===== src/rtl/q_sampler_if.sv =====
// q_sampler_if: i_ref/ADC inputs and averaged-measurement outputs of q_sampler.
// The master side (controller/ADC) drives the inputs; the slave side is the sampler.
interface q_sampler_if #(
   parameter int WIDTH = 10
);
   logic [WIDTH-1:0] i_ref;
   logic             adc_valid;
   logic [WIDTH-1:0] adc_data;
   logic [WIDTH-1:0] measured_q;
   logic             ready;

   modport master (output i_ref, adc_valid, adc_data, input measured_q, ready);
   modport slave  (input i_ref, adc_valid, adc_data, output measured_q, ready);
endinterface


===== src/rtl/q_sampler.sv =====
// q_sampler: settle-then-average measurement front end for the secant current controller.
// Any i_ref change restarts the window; otherwise measurements free-run back to back.
module q_sampler #(
   parameter int WIDTH    = 10,
   parameter int AVG_LOG2 = 3,
   parameter int SETTLE   = 16
) (
   input logic        clk,
   input logic        rst,
   q_sampler_if.slave bus
);
   localparam int NSAMP   = 1 << AVG_LOG2;
   localparam int ACC_W   = WIDTH + AVG_LOG2;
   localparam int CNT_MAX = (SETTLE > NSAMP) ? SETTLE : NSAMP;
   localparam int CNT_W   = $clog2(CNT_MAX + 1);
   localparam logic [CNT_W-1:0] SETTLE_LAST = CNT_W'(SETTLE - 1);
   localparam logic [CNT_W-1:0] ACCUM_LAST  = CNT_W'(NSAMP - 1);

   typedef enum logic {ST_SETTLE, ST_ACCUM} state_t;

   state_t           state_q, state_d;
   logic [CNT_W-1:0] cnt_q, cnt_d;
   logic [ACC_W-1:0] acc_q, acc_d, acc_sum;
   logic [WIDTH-1:0] i_ref_q;
   logic [WIDTH-1:0] meas_q, meas_d;
   logic             ready_q, ready_d;
   logic             chg;

   // Sum of 2^AVG_LOG2 WIDTH-bit samples shifted back down always fits WIDTH bits.
   function automatic logic [WIDTH-1:0] avg_trunc(input logic [ACC_W-1:0] sum);
      return WIDTH'(sum >> AVG_LOG2);
   endfunction

   assign chg     = (bus.i_ref != i_ref_q);
   assign acc_sum = acc_q + ACC_W'(bus.adc_data);

   always_comb begin
      state_d = state_q;
      cnt_d   = cnt_q;
      acc_d   = acc_q;
      meas_d  = meas_q;
      ready_d = 1'b0;
      if (chg) begin
         // A reference change discards the window in progress, even its final sample.
         state_d = ST_SETTLE;
         cnt_d   = '0;
         acc_d   = '0;
      end else begin
         case (state_q)
            ST_SETTLE: begin
               if (cnt_q == SETTLE_LAST) begin
                  state_d = ST_ACCUM;
                  cnt_d   = '0;
                  acc_d   = '0;
               end else begin
                  cnt_d = cnt_q + 1'b1;
               end
            end
            ST_ACCUM: begin
               if (bus.adc_valid) begin
                  if (cnt_q == ACCUM_LAST) begin
                     meas_d  = avg_trunc(acc_sum);
                     ready_d = 1'b1;
                     state_d = ST_SETTLE;
                     cnt_d   = '0;
                     acc_d   = '0;
                  end else begin
                     acc_d = acc_sum;
                     cnt_d = cnt_q + 1'b1;
                  end
               end
            end
         endcase
      end
   end

   always_ff @(posedge clk or negedge rst) begin
      if (!rst) begin
         state_q <= ST_SETTLE;
         cnt_q   <= '0;
         acc_q   <= '0;
         i_ref_q <= '0;
         meas_q  <= '0;
         ready_q <= 1'b0;
      end else begin
         state_q <= state_d;
         cnt_q   <= cnt_d;
         acc_q   <= acc_d;
         i_ref_q <= bus.i_ref;
         meas_q  <= meas_d;
         ready_q <= ready_d;
      end
   end

   assign bus.measured_q = meas_q;
   assign bus.ready      = ready_q;
endmodule


===== src/flat_wrapper.sv =====
// flat-port wrapper written by rule: the top's interface ports become plain ports
module q_sampler_flat 
#(
   parameter int WIDTH    = 10,
   parameter int AVG_LOG2 = 3,
   parameter int SETTLE   = 16
)
  (clk, rst, bus_i_ref, bus_adc_valid, bus_adc_data, bus_measured_q, bus_ready);
  q_sampler_if #(.WIDTH(WIDTH)) bus_i ();
  input logic clk;
  input logic rst;
  input wire logic [$bits(bus_i.i_ref)-1:0] bus_i_ref;
  input wire logic [$bits(bus_i.adc_valid)-1:0] bus_adc_valid;
  input wire logic [$bits(bus_i.adc_data)-1:0] bus_adc_data;
  output wire logic [$bits(bus_i.measured_q)-1:0] bus_measured_q;
  output wire logic [$bits(bus_i.ready)-1:0] bus_ready;
  assign bus_i.i_ref = bus_i_ref;
  assign bus_i.adc_valid = bus_adc_valid;
  assign bus_i.adc_data = bus_adc_data;
  assign bus_measured_q = bus_i.measured_q;
  assign bus_ready = bus_i.ready;
  q_sampler #(.WIDTH(WIDTH), .AVG_LOG2(AVG_LOG2), .SETTLE(SETTLE)) u_core (.clk(clk), .rst(rst), .bus(bus_i));
endmodule

===== config.mk =====
export PLATFORM = sky130hd
export DESIGN_NAME = q_sampler_flat
export DESIGN_NICKNAME = d
export VERILOG_FILES = /design/src/rtl/q_sampler_if.sv /design/src/rtl/q_sampler.sv /design/src/flat_wrapper.sv
export SDC_FILE = /design/constraint.sdc
export NUM_CORES = 1
export LEC_CHECK = 0
export CAP_MARGIN = 20
export CORE_ASPECT_RATIO = 1.4
export CORE_UTILIZATION = 40
export CTS_CLUSTER_DIAMETER = 60
export DETAILED_ROUTE_END_ITERATION = 8
export GPL_TIMING_DRIVEN = 0
export HOLD_SLACK_MARGIN = 0.15
export REMOVE_ABC_BUFFERS = 1
export SLEW_MARGIN = 30
export SYNTH_ARGS = -nofsm -noshare
export SYNTH_HDL_FRONTEND = slang
export SYNTH_SLANG_ARGS = --single-unit

===== constraint.sdc =====
create_clock -name clk -period 2.01 [get_ports clk]
set_clock_uncertainty 0.05 [all_clocks]
set_input_delay 0.5025 -clock clk [delete_from_list [all_inputs] [get_ports clk]]
set_output_delay 0.5025 -clock clk [all_outputs]
set_load 0.005 [all_outputs]

Word level (Yosys, flattened, before mapping)
Cells that the tools add are included.

storage, ports and cells
  word-level logic and storage cells = 36
  bits in registers = 40
  output and inout bits = 11
  memory bits (read-only) = 0
  bits of input ports = 23
  latch bits = 0
  bits in writable memories = 0
  memories kept = 0

operators by class
  add/sub/neg operators = 2
  muxes and demuxes = 19
  bitwise logic cells = 2
  $mul = 0
  divide/modulo/power cells = 0
  eq/ne operators = 5
  reductions and logical operators = 2
  shift operators = 0
  magnitude comparators = 0

operator list
  cell                 count
  $mux 13              4
  $pmux 13 s2          1
  $mux 5               4
  $add 13x10->13       1
  $ne 10x10->1         1
  $pmux 5 s2           1
  $mux 1               8
  $add 5x1->5 const B  1
  $eq 5x3->1 const B   1
  $eq 5x4->1 const B   1
  $reduce_and 4->1     1
  $ne 3x1->1 const B   1
  $ne 3x3->1 const B   1
  $not 1->1            2
  $pmux 1 s2           1
  $reduce_and 2->1     1

Logic depth before layout (Yosys ltp)
  depth after elaboration = 5
  gate-level depth with buffers = 9
  gate-level depth less buffers = 9

Worst setup path before layout
Ideal clock, no wire load.

  path type = input -> register
  from = input bus_adc_data[0]
  to = register u_core.acc_q[10]
  required time = 1.856 ns
  setup time = 0.104 ns
  stages on the path = 9
  arrival time = 2.180 ns
  buffers on the path = 0
  slack = -0.324 ns
  cell sequence = ha_1 inv_1 fa_1 nand2b_1 a21oi_1 o31ai_1 and2_1 nand2b_1 a221oi_1

between the ends
  cells in the longest elaborated chain, start to end = 5

RTL lines
  element               RTL line            text
  from (decl)           flat_wrapper.sv:14  input wire logic [$bits(bus_i.adc_data)-1:0] bus_adc_data;
  $add 13x10->13        q_sampler.sv:35     assign acc_sum = acc_q + ACC_W'(bus.adc_data);
  $mux 13               q_sampler.sv:61     if (cnt_q == ACCUM_LAST) begin
  $mux 13               q_sampler.sv:60     if (bus.adc_valid) begin
  $pmux 13 s2           q_sampler.sv:49     case (state_q)
  $mux 13               q_sampler.sv:43     if (chg) begin
  to (signal assigned)  q_sampler.sv:81     acc_q <= '0;
  to (signal assigned)  q_sampler.sv:88     acc_q <= acc_d;
  to (decl)             q_sampler.sv:23     logic [ACC_W-1:0] acc_q, acc_d, acc_sum;

Every way passes these cells. The select of a mux whose other input is x is not followed.
A chain may end at the register's enable or synchronous reset.

Final worst setup path
  from = register u_core.acc_q[0]
  to = register u_core.acc_q[10]

between the ends
  cells in the longest elaborated chain, start to end = 5

RTL lines
  element         RTL line
  $add 13x10->13  q_sampler.sv:35
  $mux 13         q_sampler.sv:61
  $mux 13         q_sampler.sv:60
  $pmux 13 s2     q_sampler.sv:49
  $mux 13         q_sampler.sv:43

Every way passes these cells. The select of a mux whose other input is x is not followed.

==> flow_summary.yaml <==
layout:
  layout_commonest_cell: "dfrtp_1"
  antenna_cells: 0
  nets: 325
  drive_above_1_share_pct: 29.41
  instances_no_fill: 355
  layout_common_cells: "dfrtp_1 (40), nor2_1 (28), buf_4 (21), clkdlybuf4s50_1 (18), nand2_1 (16)"
  area_growth_pct: 44.85
  fin_util_pct: 61.43
cts:
  cts.htree.levels: 2
  cts_buffer_depth: 2
  clk_latency_ns: 0.30
  clock_sinks: 40
  clk_pin_slew_worst_paths_ns: 0.08
  cts_tree: "done"
  numCtsBuffers: 5
  root_buffer: "clkbuf_8"
yosys:
  yosysSeqAreaShare_pct: 44.74
  syn_inst: 231
  synth-seq-cells: 40
  synth_cell_types: 46
  synth.avg_cell_area_sq_um: 9.685
  syn_area_sq_um: 2237
  synth_warnings: 0
setup_path:
  path_buf_inv: 1
  crit_fanout: 3
  cp-start-kind: "flip-flop"
  cpMaxStageDelayCell: "dfrtp_1"
  cp_top_family: "compound AO/OA/AOI/OAI gates"
  arrival_ns: 2.27
  cp-end-kind: "flip-flop"
  cp_cell_sequence: "ha_2 > inv_2 > fa_2 > nand2b_4 > a21oi_4 > o31ai_2 > and2_4 > nand2b_1 > a221oi_2"
  critical_path.max_stage_delay_ns: 0.36
  crit_required_ns: 2.17
  path_class: "flip-flop to flip-flop"
pwr:
  vdd_drop_max_mv: 0.3150
  power_w: 0.001690
  power_density_nw_per_um2: 521.5
  p_leak_nw: 1.388
sta:
  setup_slack_ns: -0.1041
  setup_viol: 6
  fin_setup_tns_ns: -0.3758
  period_needed_ns: 2.114
  fmax_mhz: 473.0
  timing.final.crit_share_pct: 105.2
  drv_slew: 0
  tightest_slew_ns: 0.6204
  rsz0062_at_grt: "true"
  timing.final.hold_violations: 0
  relSlewSlack_pct: 58.60
floorplan:
  row_count: 31
  die_y_microns: 90.49
  die_w_microns: 65.21
  start_util_pct: 42.41
  coreArea_sq_um: 5275
  pin_count: 34
  die_area_sq_um: 5900
drt:
  ant_nets: 0
  vias_per_cell: 5.428
  wl_microns: 5400
  drcViolationCount: 0
  post_drt_wl_per_cell_microns: 15.21
  dr.first_iter.drc_count: 90
  vias: 1927
  first_pass_iters: 4
grt:
  grt_pass1_wl_microns: 8983
  grt_pass1_vias: 1911
  grt_start_max_net_pins: 28
  grt_overflow: 0
  antenna_found_initial: 0
  track_usage_pct: 19.66
placement:
  dp.cells: 322
  hpwl_microns: 3282
  place_congestion: 0.7522
  portBuffers: 33
min_path:
  hp-class: "input port to flip-flop"
outcome:
  status: "finished, violations left"
  failed_checks: "setup timing"
run:
  maxCapViolCount: 0
==> cell families after synthesis <==
group                    count (synthesis)  synth area share, %
AND/OR/NAND/NOR                         77                16.22
AO/OA/AOI/OAI                           56                16.67
flip-flops                              40                44.74
buffers and inverters                   18                3.300
XOR/XNOR                                17                6.656
adder cells (fa/ha/maj)                 14                8.166
multiplexers                             9                4.251
==> final cells by class <==
class                      instances  area [sq um]
clock buffer                       6         82.58
clock inverter                     2         38.79
fill                             471          2034
inverter                           9         33.78
multi-input combinational        173          1465
sequential                        40          1001
tap                               66         82.58
timing repair buffer              59         536.8
==> routing by layer <==
layer  global-route usage (%)  share of wire [%]  vias up
met5                        0                  0        -
met3                    3.788                2.7       12
met2                    32.39                 52       39
met1                    24.29                 44      946
li1                         -                  -      930
met4                    8.877                2.2        0
==> flip-flops by register name, summed over array words and instances (netlist names) <==
signal and count:
u_core.bus.measured_q 10, u_core.bus.ready 1, u_core.i_ref_q 10, u_core.cnt_q 5, u_core.acc_q 13, u_core.state_q 1
==> path summary, 6_finish.rpt <==
| check | from | to | slack, ns | cells after the start |
|---|---|---|---|---|
| worst max register to register | u_core.acc_q[0] | u_core.acc_q[10] | -0.10 | 9 |
| min in group asynchronous | rst | u_core.bus.measured_q[5] | 0.58 | 2 |
| worst max-delay path | u_core.acc_q[0] | u_core.acc_q[10] | -0.10 | 9 |
| worst min-delay path | bus_i_ref[0] | u_core.i_ref_q[0] | 0.31 | 1 |
| max in group asynchronous | rst | u_core.acc_q[12] | 0.87 | 3 |
| worst min register to register | u_core.bus.measured_q[8] | u_core.bus.measured_q[8] | 0.43 | 2 |
==> per-stage QoR <==
stage | hold slack (ns) | setup WS (ns) | cell area, sq um
final | 0.3141 | -0.1041 | 3241
after global routing | 0.3192 | -0.1670 | 3241
after CTS | 0.4372 | -0.1385 | 3157
after detailed placement | 0.3848 | -1.086 | 2629
after global placement | 0.4103 | -1.058 | 2610
after floorplan | 0.1569 | -0.3397 | 2197
==> Yosys cell counts (all sizes together) <==
master	instances	share of area (%)
a211oi	3	1.2
a21o	2	0.67
a21oi	15	3.4
a221oi	2	0.78
a22oi	6	2.0
a2bb2oi	2	0.78
a311oi	1	0.39
a31o	1	0.39
a31oi	4	1.1
a32oi	1	0.39
a41oi	1	0.39
and2	2	0.56
and3	3	0.84
buf	3	0.78
clkbuf	6	1.0
dfrtp	40	45
fa	1	0.89
ha	13	7.3
inv	9	1.5
mux2	4	2.0
mux2i	5	2.2
nand2	17	2.9
nand2b	7	2.0
nand3	5	1.1
nand3b	2	0.84
nand4	2	0.56
nor2	29	4.9
nor3	4	0.89
nor4	2	0.56
o211a	1	0.45
o21a	2	0.67
o21ai	12	2.9
o21ba	1	0.45
o31ai	1	0.34
o41ai	1	0.39
or2	1	0.28
or3	2	0.56
or4	1	0.34
xnor2	9	3.5
xor2	8	3.1
==> report_power, final <==
part / leakage [nW] / internal, W / switching [W]
clock network: 0.0614 / 0.000406 / 0.000304
logic: 0.790 / 0.0000811 / 0.0000801
registers: 0.536 / 0.000814 / 0.00000435
==> what timing repair did <==
| item | 4_1_cts | 5_1_grt |
|---|---|---|
| hold buffers | 1 | 0 |
| pin swaps | 21 | 17 |
| gates cloned | 0 | 0 |
| setup endpoints to repair | 30 | 22 |
| hold endpoints to repair | 13 | 0 |
| setup buffers | 21 | 3 |
| gates resized for setup | 55 | 19 |
Note: power is estimated with default switching activity, not from simulation.
==> RTL change 1, RTL diff (same flow settings) <==
Reset style: synchronous (`rst`), changed in one clocked block.
--- a/src/rtl/q_sampler.sv
+++ b/src/rtl/q_sampler.sv
@@ -74,7 +74,7 @@
       end
    end
 
-   always_ff @(posedge clk or negedge rst) begin
+   always_ff @(posedge clk) begin
       if (!rst) begin
          state_q <= ST_SETTLE;
          cnt_q   <= '0;
Behaviour: same outputs for any inputs over 10 cycles, from zero or initial values and one cycle with rst low; that may be too few to reach the edited logic, so the function may still have changed.
==> RTL change 1 against the original RTL <==
The run still ends with setup timing left. Sequential cell count is the same. Critical path type unchanged. Synthesized area shrank 8.0%. Worst setup slack got worse by 0.0094 ns. Cell count down 4.5%. Total power fell by 13%. Count of clock-buffer cells in the layout is 1 lower. Final area down 16%. Routed wire length decreased by 16%.
==> RTL change 1: results (changes against the original RTL) <==
VDD IR max 0.353 mV (+12%); failing checks setup timing; Tot GR Track Use 17.5% (-2.2 points); Via density 5.04 (-7.1%); Nets 311 (-4.3%); post-cts sizing count 39 (-29%); multi-input logic portion of the cell area 49.8% (+4.6 points); Layout Utilization 55.8% (-5.6 points); GP Congestion 0.806 (+7.1%); Setup violations, final 7 (+1); Worst EP arrival 2.30 ns (+0.03 ns); status complete, but fails checks; Layout fillers 475 (+0.85%); non-clock buffer total of the final layout 39 (-34%); Synth Area in XOR/XNOR 9.79% (+3.1 points); drt initial violations 55 (-39%); first-pass GRT wire length 7.51 mm (-16%); DR WL met3 137 um (-4.9%); dpl cells 324 (+0.62%); Multi-In Gates 180 (+4.0%); setup_tns -0.476 ns (-0.100 ns); Area after DPL 2420 um^2 (-7.9%); Worst Max-Slew Pin Slew 0.591 ns (-0.0289 ns); compound-cell area share of the yosys netlist 16.0% (-0.68 points); pre-CTS WS -0.922 ns (+0.164 ns); Sequential Area 802 um^2 (-20%); synth unique cells 40 (-13%); post-DP HPWL 2.90 mm (-12%); final setup margin -0.113 ns (-0.00939 ns); Clock Power 0.538 mW (-24%); Worst Hold Slack 0.405 ns (+0.0907 ns); met2 Usage GRT 29.7% (-2.6 points); largest cells by area after synthesis dfxtp_1 (39%), ha_1 (7.9%), xor2_1 (6.8%), nor2_1 (5.5%), a21oi_1 (4.4%); met3 usage 3.93% (+0.14 points); layout cell share with drive strength beyond 1 18.5% (-11 points); post-route cell area 2730 um^2 (-16%)
RTL change 1: cell count changes after synthesis, moves of 3 or more:
cell / unedited run / this run
buf_6: 0 / 3
xor2_1: 8 / 16
o21ai_0: 10 / 6
clkbuf_1: 6 / 3
nand2_1: 17 / 23
dfxtp_1: 0 / 40
mux2_2: 4 / 0
nand2b_1: 7 / 1
nor2b_1: 0 / 3
dfrtp_1: 40 / 0
a21oi_1: 15 / 18
and2_1: 1 / 10
RTL change 1: path summary, 6_finish.rpt:
check	start	endpoint	cells after the start
setup / recovery	u_core.acc_q[0]$_SDFFE_PP0P_	u_core.acc_q[8]$_SDFFE_PP0P_	10
hold / removal	u_core.bus.measured_q[2]$_SDFFE_PN0P_	u_core.bus.measured_q[2]$_SDFFE_PN0P_	2
setup reg to reg	u_core.acc_q[0]$_SDFFE_PP0P_	u_core.acc_q[8]$_SDFFE_PP0P_	10
hold reg to reg	u_core.bus.measured_q[2]$_SDFFE_PN0P_	u_core.bus.measured_q[2]$_SDFFE_PN0P_	2
==> RTL change 2, RTL diff (same settings) <==
Made on the original files. `AVG_LOG2` is set to 3 in 2 places; all go to 2.
--- a/src/rtl/q_sampler.sv
+++ b/src/rtl/q_sampler.sv
@@ -2,7 +2,7 @@
 // Any i_ref change restarts the window; otherwise measurements free-run back to back.
 module q_sampler #(
    parameter int WIDTH    = 10,
-   parameter int AVG_LOG2 = 3,
+   parameter int AVG_LOG2 = 2,
    parameter int SETTLE   = 16
 ) (
    input logic        clk,
--- a/src/flat_wrapper.sv
+++ b/src/flat_wrapper.sv
@@ -2,7 +2,7 @@
 module q_sampler_flat 
 #(
    parameter int WIDTH    = 10,
-   parameter int AVG_LOG2 = 3,
+   parameter int AVG_LOG2 = 2,
    parameter int SETTLE   = 16
 )
   (clk, rst, bus_i_ref, bus_adc_valid, bus_adc_data, bus_measured_q, bus_ready);
Behaviour: no difference found for any inputs over 10 cycles, from zero or initial values and one cycle with rst low; that may be too few to reach the edited logic, so the function may still have changed.
==> RTL change 2 against the original RTL <==
Largest power group unchanged. Final area is 7.8% lower. Sequential cell count is 1 lower. Total power decreased by 14%. Critical endpoint is now u_core.bus.measured_q[6]$_DFFE_PN0P_. Global-route usage down 0.41 points. Routed wire length decreased by 14%. Highest routed layer unchanged. Synthesized area is 9.9% lower. Cell count decreased by 12%. Worst setup slack improved by 0.13 ns.
==> RTL change 2: results (changes against the original RTL) <==
sequential share of the synthesized area 48.4% (+3.7 points); dpl cells 275 (-15%); met2 routed WL 2.60 mm (-6.6%); met2 Usage GRT 35.3% (+2.9 points); Area after DPL 2430 um^2 (-7.4%); layout cell share with drive strength beyond 1 30.8% (+1.4 points); Nets 286 (-12%); largest net degree at the start of global routing 24 (-14%); P_leak 1.34 nW (-3.7%); CP max FO 2 (-1); Worst EP arrival 2.11 ns (-0.16 ns); RR Startpoint u_core.acc_q[4]$_DFFE_PN0P_; VDD IR max 0.376 mV (+19%); worst min-delay path category input port to flop; Critical Path End u_core.bus.measured_q[6]$_DFFE_PN0P_; largest cells by area after synthesis dfrtp_1 (48%), ha_1 (8.1%), xor2_1 (6.1%), a22o_1 (3.9%), mux2_1 (2.8%); initial antenna violation count 0 (unchanged); CP top delay family adder cells; met3 usage 3.77% (-0.017 points); First-pass DRT Iterations 4 (unchanged); final setup margin 0.0270 ns (+0.131 ns); M1 wire length 1.82 mm (-23%); pre-CTS WS -0.994 ns (+0.0926 ns); relative slew slack 71.0% (+12 points); Crit path largest cell delay 0.37 ns; cells after synthesis 180 (-22%); reg2reg path depth 8 (-1); GP Congestion 0.806 (+7.2%); vias in the first global route 1710 (-11%); Largest register FFs 12 (-1); setup_tns 0 ns (+0.376 ns); CP Launch Point bus_adc_data[0]; drt initial violations 49 (-46%); Tot GR Track Use 19.3% (-0.41 points); Finished Layout Cells 314 (-12%); status complete, no violations; first-pass GRT wire length 7.55 mm (-16%); reg2reg setup slack 0.05 ns (+0.15 ns); slowest cell on the critical path fa_2; synth unique cells 41 (-11%); DR WL met3 171 um (+19%); r2r endpoint u_core.bus.measured_q[9]$_DFFE_PN0P_; Post-synth top cells dfrtp_1 (39), xor2_1 (14), ha_1 (13), nand2_1 (13); post-DP HPWL 3.03 mm (-7.8%); WL/cell 14.8 um (-2.4%); Worst Hold Slack 0.398 ns (+0.0836 ns); met1 Track Usage GR 20.7% (-3.6 points); via count 1638 (-15%)
-- RTL change 2: repair_timing --
action                                  CTS  global route
setup buffers                            23             7
resized for setup                        54            17
endpoints found under the setup margin   23            16
hold buffers                              1             0
endpoints found under the hold margin    16             0
pin swaps                                22            19
-- RTL change 2: how the worst min path moves through the flow --
stage	start	endpoint	cells after the start
2_1_floorplan	rst	u_core.acc_q[0]$_DFFE_PN0P_	0
5_1_grt	bus_i_ref[2]	u_core.i_ref_q[2]$_DFF_PN0_	1
6_report	bus_i_ref[2]	u_core.i_ref_q[2]$_DFF_PN0_	1
3_3_place_gp	u_core.bus.measured_q[5]$_DFFE_PN0P_	u_core.bus.measured_q[5]$_DFFE_PN0P_	1
4_1_cts	bus_i_ref[1]	u_core.i_ref_q[1]$_DFF_PN0_	1
3_5_place_dp	rst	u_core.acc_q[6]$_DFFE_PN0P_	1
-- RTL change 2: cells by family after synthesis --
group / Yosys count / synth area share (%)
and+or+nand+nor: 47 / 13.0
DFF: 39 / 48.4
AOI/OAI and AO/OA: 38 / 13.0
xor gates and xnor gates: 20 / 8.69
adders and majority gates: 14 / 9.06
buffers and inverters: 12 / 2.36
muxes: 10 / 5.46
-- RTL change 2: layout make-up --
type / count / area [um^2]
clock buffers: 7 / 76.3
fillers: 386 / 1850
repair buffers: 65 / 586
multi-input cells: 129 / 1220
inverters: 9 / 41.3
flip-flops and latches: 39 / 977
clock inverters: 1 / 5.00
well taps: 64 / 80.1
-- RTL change 2: report_power, final --
group	internal (mW)	total [mW]	switching, mW
clock	0.243	0.502	0.259
combinational	0.0781	0.149	0.0712
sequential	0.794	0.799	0.00452
